**src/rtl/rst_seq.sv**
```systemverilog
// Reset release sequencer: asserts all domain resets, holds them, then releases domains in index order with per-domain gaps.
// Latency: release of domain i at HOLD_CYC + sum_{j<=i}(dly[j]+1) edges after the start; re-assert 1 edge after a request.
// Backpressure: none; sw_rst_req_i is a level that restarts the hold on every cycle it is seen.
module rst_seq #(
    parameter int NUM_DOMAIN = 4,
    parameter int CNT_WIDTH  = 8,
    parameter int HOLD_CYC   = 16
) (
    input  logic                            clk_i,
    input  logic                            rst_i,
    input  logic                            sw_rst_req_i,
    input  logic [NUM_DOMAIN*CNT_WIDTH-1:0] stage_dly_i,
    output logic [NUM_DOMAIN-1:0]           rst_n_o,
    output logic                            busy_o,
    output logic                            done_o
);

    localparam int                   IDX_W     = (NUM_DOMAIN > 1) ? $clog2(NUM_DOMAIN) : 1;
    localparam logic [CNT_WIDTH-1:0] HOLD_LAST = CNT_WIDTH'(HOLD_CYC - 1);
    localparam logic [IDX_W-1:0]     IDX_LAST  = IDX_W'(NUM_DOMAIN - 1);

    typedef enum logic [1:0] {
        S_HOLD = 2'd0,
        S_WAIT = 2'd1,
        S_RUN  = 2'd2
    } state_t;

    state_t                          state;
    logic [CNT_WIDTH-1:0]            cnt;
    logic [IDX_W-1:0]                idx;
    logic [NUM_DOMAIN*CNT_WIDTH-1:0] dly_q;
    logic [CNT_WIDTH-1:0]            cur_dly;

    // Gap field of the domain currently waiting for release.
    always_comb begin
        cur_dly = '0;
        for (int i = 0; i < NUM_DOMAIN; i++) begin
            if (idx == IDX_W'(i)) begin
                cur_dly = dly_q[i*CNT_WIDTH +: CNT_WIDTH];
            end
        end
    end

    always_ff @(posedge clk_i) begin
        // A software request outside HOLD is the same restart as rst_i; inside
        // HOLD it only clears cnt, which the restart values already cover.
        if (rst_i || sw_rst_req_i) begin
            state   <= S_HOLD;
            cnt     <= '0;
            idx     <= '0;
            rst_n_o <= '0;
            busy_o  <= 1'b1;
            done_o  <= 1'b0;
        end else begin
            case (state)
                S_HOLD: begin
                    if (cnt == HOLD_LAST) begin
                        state <= S_WAIT;
                        cnt   <= '0;
                        idx   <= '0;
                        dly_q <= stage_dly_i;
                    end else begin
                        cnt <= cnt + 1'b1;
                    end
                end
                S_WAIT: begin
                    // Compare before increment so an all-ones gap never wraps.
                    if (cnt == cur_dly) begin
                        cnt <= '0;
                        for (int i = 0; i < NUM_DOMAIN; i++) begin
                            if (idx == IDX_W'(i)) begin
                                rst_n_o[i] <= 1'b1;
                            end
                        end
                        if (idx == IDX_LAST) begin
                            state  <= S_RUN;
                            busy_o <= 1'b0;
                            done_o <= 1'b1;
                        end else begin
                            idx <= idx + IDX_W'(1);
                        end
                    end else begin
                        cnt <= cnt + 1'b1;
                    end
                end
                S_RUN: begin
                    state <= S_RUN;
                end
                default: begin
                    state   <= S_HOLD;
                    cnt     <= '0;
                    idx     <= '0;
                    rst_n_o <= '0;
                    busy_o  <= 1'b1;
                    done_o  <= 1'b0;
                end
            endcase
        end
    end

endmodule
```
**config.mk**
```make
export PLATFORM = sky130hd
export DESIGN_NAME = rst_seq
export DESIGN_NICKNAME = d
export VERILOG_FILES = /design/src/rtl/rst_seq.sv
export SDC_FILE = /design/constraint.sdc
export NUM_CORES = 1
export LEC_CHECK = 0
export ABC_CLOCK_PERIOD_IN_PS = 7200
export CAP_MARGIN = 20
export CORE_MARGIN = 3
export CORE_UTILIZATION = 35
export CTS_BUF_LIST = sky130_fd_sc_hd__clkbuf_16
export CTS_CLUSTER_DIAMETER = 50
export DETAILED_ROUTE_END_ITERATION = 6
export GPL_TIMING_DRIVEN = 0
export PLACE_DENSITY = 0.68
export SETUP_SLACK_MARGIN = 0.5
export SYNTH_ARGS = -nofsm -noshare
export SYNTH_HDL_FRONTEND = slang
export SYNTH_SLANG_ARGS = --single-unit
```
**constraint.sdc**
```tcl
create_clock -name clk_i -period 7.2 [get_ports clk_i]
set_clock_uncertainty 0.15 [all_clocks]
set_input_delay 1.44 -clock clk_i [delete_from_list [all_inputs] [get_ports clk_i]]
set_output_delay 1.44 -clock clk_i [all_outputs]
set_load 0.005 [all_outputs]
```
==> metrics.md <==
| Metric | Value |
|---|---|
| Final setup fails | `0` |
| Most frequent cell after synthesis | `edfxtp_1` |
| Non-Filler Instances | `343` |
| Drt first-iter violations | `120` |
| Clock sink total | `49` |
| Max cap viols | `0` |
| Reg2reg path depth | `11` |
| DR vias/cell | `5.43` |
| Peak Freq | `298 MHz` |
| Status | `complete, no violations` |
| Worst slew pin tran | `0.869 ns` |
| Die Y | `89 um` |
| Reg2Reg Capture Point | `cnt[2]$_SDFFE_PP0N_` |
| Startpoint types | `input port` |
| First-pass GRT wire length | `8.38 mm` |
| Crit Path Max Fanout | `32` |
| Num CTS Buffers | `5` |
| Final HPWL DP | `3.70 mm` |
| Setup TNS | `0 ns` |
| Die area | `0.00792 sq mm` |
| Global-route usage over all layers | `13.8%` |
| Final ANT Viol Nets | `0` |
| Post-DR wirelength/cell | `14.8 um` |
| Leakage | `1.06 nW` |
| Post-cts sizing count | `0` |
| Hold Crit Class | `flip-flop to flip-flop` |
| Root Driver | `clkbuf_16` |
| Distinct cells, synth | `49` |
| Clock period minus worst slack | `3.35 ns` |
| Unrepaired setup endpoints after global routing | `false` |
| WS Path Type | `input port to flip-flop` |
| Reg-to-reg slack, setup | `4.13 ns` |
| Slew Limit Fails | `0` |
| Initial DRT Pass Iterations | `4` |
| Power per cell area | `190 mW/mm^2` |
| Mapped Nets | `261` |
| Fill cell count | `619` |
| Starting density of the core | `37.1%` |
| Slew margin rel. | `41.9%` |
| Post-synth top area share | `39.9%` |
| Critical Path End Type | `flip-flop` |
| Layout area overhead | `27.7%` |
| Initial antenna violation count | `0` |
| Post-synth EDFFs | `32` |
| Period utilization | `46.6%` |
| # diodes | `0` |
| Worst IR Drop VDD | `0.109 mV` |
| Sequential share of the synthesized area | `54.0%` |
| Register bit total from synthesis | `49` |
| Reg2Reg Launch Point | `idx[1]$_SDFFE_PP0P_` |
| Layout cell share with drive strength beyond 1 | `9.77%` |
| Cts hold-fix bufs | `0` |
| Core Util, Final | `47.4%` |
| Via count | `1,862` |
| CP required | `6.97 ns` |
| Worst setup path endpoint | `dly_q[19]$_DFFE_PP_` |
| Clk pin slew, worst setup/hold paths | `0.06 ns` |
| # port buffers | `40` |
| Crit path DAT | `3.12 ns` |
| Most used DFF post-synth | `edfxtp_1` |
| Synth top area cells | `edfxtp_1 40%, dfxtp_1 14%, nand2_1 4.5%, ha_1 4.2%, o211a_1 2.9%` |
| Multi-input gate area | `0.00103 sq mm` |
| Async set-reset flop share out of synthesis | `0%` |
| Total wire length | `5.08 mm` |
| Pin count of the biggest net entering global routing | `33` |
| Min-delay src | `rst_n_o[1]$_SDFFE_PP0P_` |
| Design Area, Final | `0.00308 sq mm` |
| Core Rows | `29` |
| CTS tree | `yes` |
| Area after DPL | `0.00292 sq mm` |
| Die span in x | `89 um` |
| Power Total | `0.585 mW` |
| GRT overflow | `0` |
| Post-synth top cells | `32 x edfxtp_1, 29 x nand2_1, 17 x dfxtp_1` |
| Setup Buffers After CTS | `0` |
| Final hold violation count | `0` |
| CP startpoint | `sw_rst_req_i` |
| Cell total after placement | `335` |
| Synth warnings | `0` |
| Leading area contributor after synthesis | `edfxtp_1` |
| Mapped Avg Cell Area | `11.1 sq um` |
| GPL Wtd Cong | `0.928` |
| Core region area | `0.00649 sq mm` |
| CTS H-tree depth | `2` |
| Num ports | `41` |
| Vias in the first global route | `1,814` |
| Flip-flop and latch area | `0.00130 sq mm` |
| Mapped Cells | `218` |
| DR DRC count | `0` |
| Clock Latency Late Sink | `0.29 ns` |
| CTS Buffer Depth | `2` |
| Net count, final | `308` |
| Post-Syn Area | `0.00241 sq mm` |
## cell families after synthesis
kind of cell / count (synthesis) / share of synthesized area [%]
AOI/OAI and AO/OA: 55 / 18.0
xor gates and xnor gates: 2 / 0.727
adders and majority gates: 8 / 4.15
buffers and inverters: 17 / 3.79
DFF: 49 / 54.0
muxes: 2 / 0.830
and+or+nand+nor: 85 / 18.6
## critical path, cell delays in order
cell,delay [ns]
clkdlybuf4s50_1,0.41
nor2_1,0.35
nand2_1,0.20
nor2_4,0.69
## power breakdown
part	internal (mW)	leakage [nW]	switching, mW	total, mW
combinational	0.0177	0.548	0.00660	0.0243
sequential	0.299	0.425	0.000891	0.300
clock	0.161	0.0826	0.0987	0.260
total	0.478	1.06	0.106	0.585
## layout make-up
cell class	count	area share, %
Buffer	10	2.11
Clock buffer	5	4.07
Clock inverter	3	1.22
Inverter	7	0.854
Multi-Input combinational cell	152	33.3
Sequential cell	49	42.3
Tap cell	77	3.13
Timing Repair Buffer	40	13.0
## sequential cells by signal, indices dropped and copies added, names as in the netlist
signal and cells:
state 2, rst_n_o 4, dly_q 32, idx 2
cnt 8, busy_o 1
## placed cells by master, fill, tap and decap left out, types with 6 or more instances in the layout
cell	instances
o22ai_1	6
nand2_1	29
clkdlybuf4s50_1	40
o21ai_0	6
inv_1	7
ha_1	8
o211a_1	7
or3_1	8
dfxtp_1	17
nor2_1	11
o21ai_1	6
nand3_1	9
edfxtp_1	32
## worst min path at each step
stage / to / cells past startpoint
after floorplan: rst_n_o[0]$_SDFFE_PP0P_ / 2
after global placement: busy_o$_SDFFE_PP1P_ / 1
after detailed placement: busy_o$_SDFFE_PP1P_ / 1
after CTS: busy_o$_SDFFE_PP1P_ / 1
after global routing: busy_o$_SDFFE_PP1P_ / 1
final: rst_n_o[1]$_SDFFE_PP0P_ / 2
## metrics by stage
step,setup slack (ns),hold WS [ns]
5_1_grt,3.69,0.331
3_5_place_dp,3.50,0.288
6_report,3.85,0.298
2_1_floorplan,3.45,0.299
4_1_cts,3.81,0.303
3_3_place_gp,2.41,0.285
## metal layers
metal / wire length [um] / vias up / GRT usage [%]
met2: 2470 / 52 / 24.4
met4: 81 / 0 / 4.87
met1: 2290 / 887 / 16.8
met5: 0 / - / 0
li1: - / 916 / -
met3: 243 / 7 / 2.86
Note: power is estimated with default switching activity, not from simulation.
